$ cat src/rtl/mem_port_arbiter.sv
// Arbiter sharing one handshaked, single-ported memory between the fetch (I)
// and data (D) ports. One transaction in flight; data wins unless fetch has
// been passed over MAX_D_STREAK times in a row.
module mem_port_arbiter #(
  parameter int ADDR_W       = 32,
  parameter int DATA_W       = 32,
  parameter int MAX_D_STREAK = 4
) (
  input  logic                clk,
  input  logic                rst,
  input  logic                i_req,
  input  logic [ADDR_W-1:0]   i_addr,
  output logic                i_rvalid,
  output logic [DATA_W-1:0]   i_rdata,
  input  logic                d_req,
  input  logic                d_we,
  input  logic [ADDR_W-1:0]   d_addr,
  input  logic [DATA_W-1:0]   d_wdata,
  input  logic [DATA_W/8-1:0] d_wstrb,
  output logic                d_rvalid,
  output logic [DATA_W-1:0]   d_rdata,
  output logic                mem_req,
  output logic                mem_we,
  output logic [ADDR_W-1:0]   mem_addr,
  output logic [DATA_W-1:0]   mem_wdata,
  output logic [DATA_W/8-1:0] mem_wstrb,
  input  logic                mem_ready,
  input  logic                mem_rvalid,
  input  logic [DATA_W-1:0]   mem_rdata,
  output logic                busy
);

  localparam int SW = $clog2(MAX_D_STREAK + 1);

  typedef enum logic [1:0] {
    S_IDLE  = 2'd0,
    S_ISSUE = 2'd1,
    S_WAIT  = 2'd2
  } state_t;

  state_t                state_q, state_d;
  logic [SW-1:0]         streak_q, streak_d;
  logic                  d_owner_q, d_owner_d;
  logic                  mem_req_q, mem_req_d;
  logic                  mem_we_q, mem_we_d;
  logic [ADDR_W-1:0]     mem_addr_q, mem_addr_d;
  logic [DATA_W-1:0]     mem_wdata_q, mem_wdata_d;
  logic [DATA_W/8-1:0]   mem_wstrb_q, mem_wstrb_d;
  logic                  grant_d;
  logic                  resp;

  // Data wins unless a pending fetch has already been passed over MAX_D_STREAK times.
  assign grant_d = d_req && (!i_req || (streak_q < SW'(MAX_D_STREAK)));

  // State, streak counter, owner and memory request registers.
  always_ff @(posedge clk) begin
    if (rst) begin
      state_q     <= S_IDLE;
      streak_q    <= '0;
      d_owner_q   <= 1'b0;
      mem_req_q   <= 1'b0;
      mem_we_q    <= 1'b0;
      mem_addr_q  <= '0;
      mem_wdata_q <= '0;
      mem_wstrb_q <= '0;
    end else begin
      state_q     <= state_d;
      streak_q    <= streak_d;
      d_owner_q   <= d_owner_d;
      mem_req_q   <= mem_req_d;
      mem_we_q    <= mem_we_d;
      mem_addr_q  <= mem_addr_d;
      mem_wdata_q <= mem_wdata_d;
      mem_wstrb_q <= mem_wstrb_d;
    end
  end

  // Next-state: arbitrate in IDLE, hold fields through ISSUE, await response in WAIT.
  always_comb begin
    state_d     = state_q;
    streak_d    = streak_q;
    d_owner_d   = d_owner_q;
    mem_req_d   = mem_req_q;
    mem_we_d    = mem_we_q;
    mem_addr_d  = mem_addr_q;
    mem_wdata_d = mem_wdata_q;
    mem_wstrb_d = mem_wstrb_q;
    case (state_q)
      S_IDLE: begin
        if (grant_d) begin
          d_owner_d   = 1'b1;
          mem_req_d   = 1'b1;
          mem_we_d    = d_we;
          mem_addr_d  = d_addr;
          mem_wdata_d = d_wdata;
          mem_wstrb_d = d_wstrb;
          if (!i_req) begin
            streak_d = '0;
          end else if (streak_q < SW'(MAX_D_STREAK)) begin
            streak_d = streak_q + 1'b1;
          end
          state_d = S_ISSUE;
        end else if (i_req) begin
          d_owner_d   = 1'b0;
          mem_req_d   = 1'b1;
          mem_we_d    = 1'b0;
          mem_addr_d  = i_addr;
          mem_wdata_d = '0;
          mem_wstrb_d = '0;
          streak_d    = '0;
          state_d     = S_ISSUE;
        end
      end
      S_ISSUE: begin
        if (mem_ready) begin
          mem_req_d = 1'b0;
          state_d   = S_WAIT;
        end
      end
      S_WAIT: begin
        if (mem_rvalid) begin
          state_d = S_IDLE;
        end
      end
      default: state_d = S_IDLE;
    endcase
  end

  assign resp      = (state_q == S_WAIT) && mem_rvalid;
  assign i_rvalid  = resp && !d_owner_q;
  assign d_rvalid  = resp && d_owner_q;
  assign i_rdata   = i_rvalid ? mem_rdata : '0;
  assign d_rdata   = (d_rvalid && !mem_we_q) ? mem_rdata : '0;

  assign mem_req   = mem_req_q;
  assign mem_we    = mem_we_q;
  assign mem_addr  = mem_addr_q;
  assign mem_wdata = mem_wdata_q;
  assign mem_wstrb = mem_wstrb_q;
  assign busy      = (state_q != S_IDLE);

endmodule

$ cat config.mk
export PLATFORM = sky130hd
export DESIGN_NAME = mem_port_arbiter
export DESIGN_NICKNAME = d
export VERILOG_FILES = /design/src/rtl/mem_port_arbiter.sv
export SDC_FILE = /design/constraint.sdc
export NUM_CORES = 1
export LEC_CHECK = 0
export ABC_AREA = 1
export ABC_CLOCK_PERIOD_IN_PS = 1600
export BUFFER_PORTS_ARGS = -buffer_cell sky130_fd_sc_hd__buf_2
export CAP_MARGIN = 0
export CORE_ASPECT_RATIO = 0.8
export CORE_MARGIN = 4
export CORE_UTILIZATION = 43
export DETAILED_ROUTE_END_ITERATION = 10
export PLACE_DENSITY_LB_ADDON = 0.1
export SLEW_MARGIN = 20
export SYNTH_ARGS = -nofsm -noshare
export SYNTH_HDL_FRONTEND = slang
export SYNTH_SLANG_ARGS = --single-unit
export TNS_END_PERCENT = 100
$ cat constraint.sdc
create_clock -name clk -period 1.6 [get_ports clk]
set_input_delay 0.24 -clock clk [delete_from_list [all_inputs] [get_ports clk]]
set_output_delay 0.24 -clock clk [all_outputs]
set_load 0.005 [all_outputs]
==> flow_results.xml <==
<?xml version="1.0" encoding="UTF-8"?>
<metrics>
  <group name="status">
    <metric name="outcome" unit="">finished with violations</metric>
    <metric name="failing_checks" unit="">setup timing</metric>
  </group>
  <group name="pwr">
    <metric name="irDropWorstVdd" unit="mV">0.551</metric>
    <metric name="pwr_density_cell" unit="nW/µm²">848</metric>
    <metric name="post-layout-total-power" unit="mW">5.31</metric>
    <metric name="p_leak" unit="nW">3.68</metric>
  </group>
  <group name="clocking">
    <metric name="ctsHtreeMaxLevel" unit="">3</metric>
    <metric name="clk_sinks" unit="">76</metric>
    <metric name="worstSkewPairLatency" unit="ns">0.32</metric>
    <metric name="number_of_cts_inserted_buffers" unit="">9</metric>
    <metric name="postCtsHoldBufs" unit="">0</metric>
    <metric name="cts.reportedPaths.clkPinSlew" unit="ns">0.06</metric>
    <metric name="tritoncts" unit="">yes</metric>
    <metric name="cts_buffer_depth" unit="">2</metric>
    <metric name="clk_root_buffer_cell" unit="">clkbuf_16</metric>
  </group>
  <group name="setup_path">
    <metric name="slowest_stage_cell_on_the_critical_path" unit="">or2_4</metric>
    <metric name="cp_slowest_stage_delay" unit="ns">0.33</metric>
    <metric name="worstPathRequired" unit="ns">1.36</metric>
    <metric name="path_max_fanout" unit="">8</metric>
    <metric name="critical_path_class" unit="">register to output port</metric>
    <metric name="worst-endpoint-arrival" unit="ns">1.51</metric>
    <metric name="cp_cell_instances" unit="">inv_2 -&gt; nand4_1 -&gt; or2_4 -&gt; buf_16 -&gt; nor2_2 -&gt; buf_2</metric>
    <metric name="kind_of_launch_point_of_the_worst_setup_path" unit="">register</metric>
    <metric name="timing.critical_path.to_type" unit="">output port</metric>
  </group>
  <group name="global_routing">
    <metric name="vias_in_the_first_global_route" unit="">4315</metric>
    <metric name="antenna_found_initial" unit="">2</metric>
    <metric name="global_route.usage.total" unit="%">22.7</metric>
    <metric name="global_route.overflow_total" unit="">0</metric>
    <metric name="grt_pass1_wl" unit="mm">21.7</metric>
    <metric name="grt_start_max_net_pins" unit="">67</metric>
  </group>
  <group name="yosys">
    <metric name="yosysMostFrequentCell" unit="">nand2_1</metric>
    <metric name="synth-edff-count" unit="">0</metric>
    <metric name="synthDistinctLibCells" unit="">22</metric>
    <metric name="synth_nets" unit="">846</metric>
    <metric name="synth_commonest_cells" unit="">nand2_1, nor2_1, inv_1</metric>
    <metric name="ys_seq_area_share" unit="%">35.8</metric>
    <metric name="ys_seq_elements" unit="">76</metric>
    <metric name="yosysWarningCount" unit="">0</metric>
    <metric name="ys_dominant_reg_cell" unit="">dfxtp_1</metric>
    <metric name="synth_area_leader_cell" unit="">dfxtp_1</metric>
    <metric name="postSynthAreaPerCell" unit="µm²">6.02</metric>
    <metric name="post_synth_main_area_contributors" unit="">dfxtp_1, nand2_1, nor2_1, inv_1, a21oi_1</metric>
    <metric name="syn_inst" unit="">706</metric>
    <metric name="synthArstFlopShare" unit="%">0</metric>
    <metric name="post_synth_instance_area" unit="µm²">4250</metric>
    <metric name="synth_top_cell_area_share" unit="%">35.8</metric>
  </group>
  <group name="die">
    <metric name="chipWidth" unit="µm">119</metric>
    <metric name="ioPinCount" unit="">276</metric>
    <metric name="die_h" unit="µm">96.9</metric>
    <metric name="coreArea" unit="µm²">9650</metric>
    <metric name="die_area" unit="µm²">11500</metric>
    <metric name="initial_utilization" unit="%">44.0</metric>
    <metric name="number_of_rows_created_at_floorplan" unit="">32</metric>
  </group>
  <group name="drt">
    <metric name="viasPerCell" unit="">4.32</metric>
    <metric name="drt_pre_antenna_iters" unit="">4</metric>
    <metric name="drcViolationCount" unit="">0</metric>
    <metric name="wl_per_cell" unit="µm">12.6</metric>
    <metric name="dr_total_vias" unit="">4813</metric>
    <metric name="detailed_route_iter0_violations" unit="">225</metric>
    <metric name="totalWireLength" unit="mm">14.0</metric>
    <metric name="ant_nets" unit="">0</metric>
  </group>
  <group name="placed_design">
    <metric name="gp_congestion" unit="">0.900</metric>
    <metric name="dpl.hpwl" unit="mm">10.2</metric>
    <metric name="preCtsSetupSlack" unit="ns">0.116</metric>
    <metric name="port_buffers" unit="">275</metric>
  </group>
  <group name="timing">
    <metric name="clock_skews" unit="ns">0.00870</metric>
    <metric name="setup_viol" unit="">37</metric>
    <metric name="slew_headroom" unit="%">69.3</metric>
    <metric name="worst_pin_slew" unit="ns">0.460</metric>
    <metric name="final-max-slew-violation-count" unit="">0</metric>
    <metric name="min_period" unit="ns">1.75</metric>
    <metric name="timing.final.hold_violations" unit="">0</metric>
    <metric name="rsz0062_at_grt" unit="">true</metric>
    <metric name="share_of_the_clock_period_used_by_the_worst_path_after_layout" unit="%">109</metric>
    <metric name="layout_setup_ws" unit="ns">-0.146</metric>
    <metric name="maxClockFrequency" unit="MHz">573</metric>
  </group>
  <group name="final_layout">
    <metric name="design.final.nets" unit="">1110</metric>
    <metric name="syn_to_final_growth" unit="%">47.2</metric>
    <metric name="drive_gt1_share" unit="%">37.1</metric>
  </group>
  <group name="hold_path">
    <metric name="holdCritPathClass" unit="">input pin to register</metric>
  </group>
  <group name="run">
    <metric name="max_cap_viol_count" unit="">0</metric>
  </group>
</metrics>
-- critical path: cells and delay by family, from the launching register on --
family	cells	cell delay (ns)
DFF	1	0.32
and+or+nand+nor	3	0.51
buffers and inverters	3	0.35
-- layout by cell type, fill, tap and decap left out, types with 2 or more instances in the layout --
master     netlist  final
nor2_2          19     14
buf_4            4     12
buf_6            5      5
nand2_1        214    214
nand3_1         35     35
clkbuf_16        0      9
clkbuf_8         0      2
buf_16           0      3
a21oi_1         44     44
buf_12           1      6
inv_6            0      3
inv_1          107    105
buf_2           25    272
inv_2            2      3
nand2_2          3      2
nor2_1         142    134
dfxtp_1         76     75
diode_2          0      2
nor2_4          12     25
-- registers in the layout, indices dropped and copies added (netlist names) --
signal and count:
mem_addr 32, mem_wdata 32, mem_wstrb 4, streak_q 3, state_q 2, d_owner_q 1, mem_req 1, mem_we 1
-- final cells by class --
class | instances | area (µm²)
repair buffers | 298 | 1710
well taps | 136 | 170
clock inverters | 5 | 42.5
inverters | 110 | 415
clock buffers | 11 | 253
multi-input cells | 475 | 2140
flip-flops and latches | 76 | 1520
fillers | 926 | 3390
diodes | 2 | 5.00
-- metal layers --
layer	track usage (%)	wire, µm	vias to the layer above
li1	-	-	2595
met3	6.66	1130	24
met4	6.32	383	0
met5	0	0	-
met1	26.8	5790	2022
met2	40.0	6730	172
-- through the flow --
step | setup TNS (ns) | area (µm²) | utilization [%] | hold WS [ns] | cells
global placement | 0 | 5720 | 59.3 | 0.449 | 1087
finish | -3.92 | 6260 | 64.9 | 0.193 | 1113
global route | -8.15 | 6260 | 64.9 | 0.202 | 1113
floorplan | 0 | 4250 | - | 0.404 | 706
detailed placement | 0 | 5720 | 59.3 | 0.453 | 1087
CTS | -4.57 | 6170 | 63.9 | 0.180 | 1111
-- timing repair --
item,CTS,global route
pin swaps,1,1
gates resized for setup,14,20
setup endpoints to repair,53,65
setup buffers,5,1
gates cloned,3,0
-- cell families (layout without fill, tap and decap cells) --
group / after synthesis / count (layout) / synth area share, %
buffers and inverters: 155 / 424 / 16.0
other: 0 / 2 / 0
adders and majority gates: 1 / 1 / 0.294
DFF: 76 / 76 / 35.8
AOI/OAI and AO/OA: 45 / 45 / 5.30
and+or+nand+nor: 429 / 429 / 42.6
-- final timing paths --
path | cells past startpoint | endpoint | slack (ns) | startpoint
setup reg to reg | 8 | mem_addr[24]$_SDFFE_PP0P_ | 0.20 | state_q[0]$_SDFFE_PP0P_
hold / removal | 4 | state_q[0]$_SDFFE_PP0P_ | 0.19 | mem_ready
hold reg to reg | 2 | mem_wdata[5]$_SDFFE_PP0P_ | 0.46 | mem_wdata[5]$_SDFFE_PP0P_
setup / recovery | 6 | d_rdata[20] | -0.15 | state_q[0]$_SDFFE_PP0P_
-- power breakdown --
part           switching, mW  internal [mW]  leakage (nW)  total, mW
logic                  0.709          0.518          2.91       1.23
registers             0.0764           2.06         0.625       2.13
clock network          0.793           1.15         0.143       1.95
(Power assumes the default switching activity.)
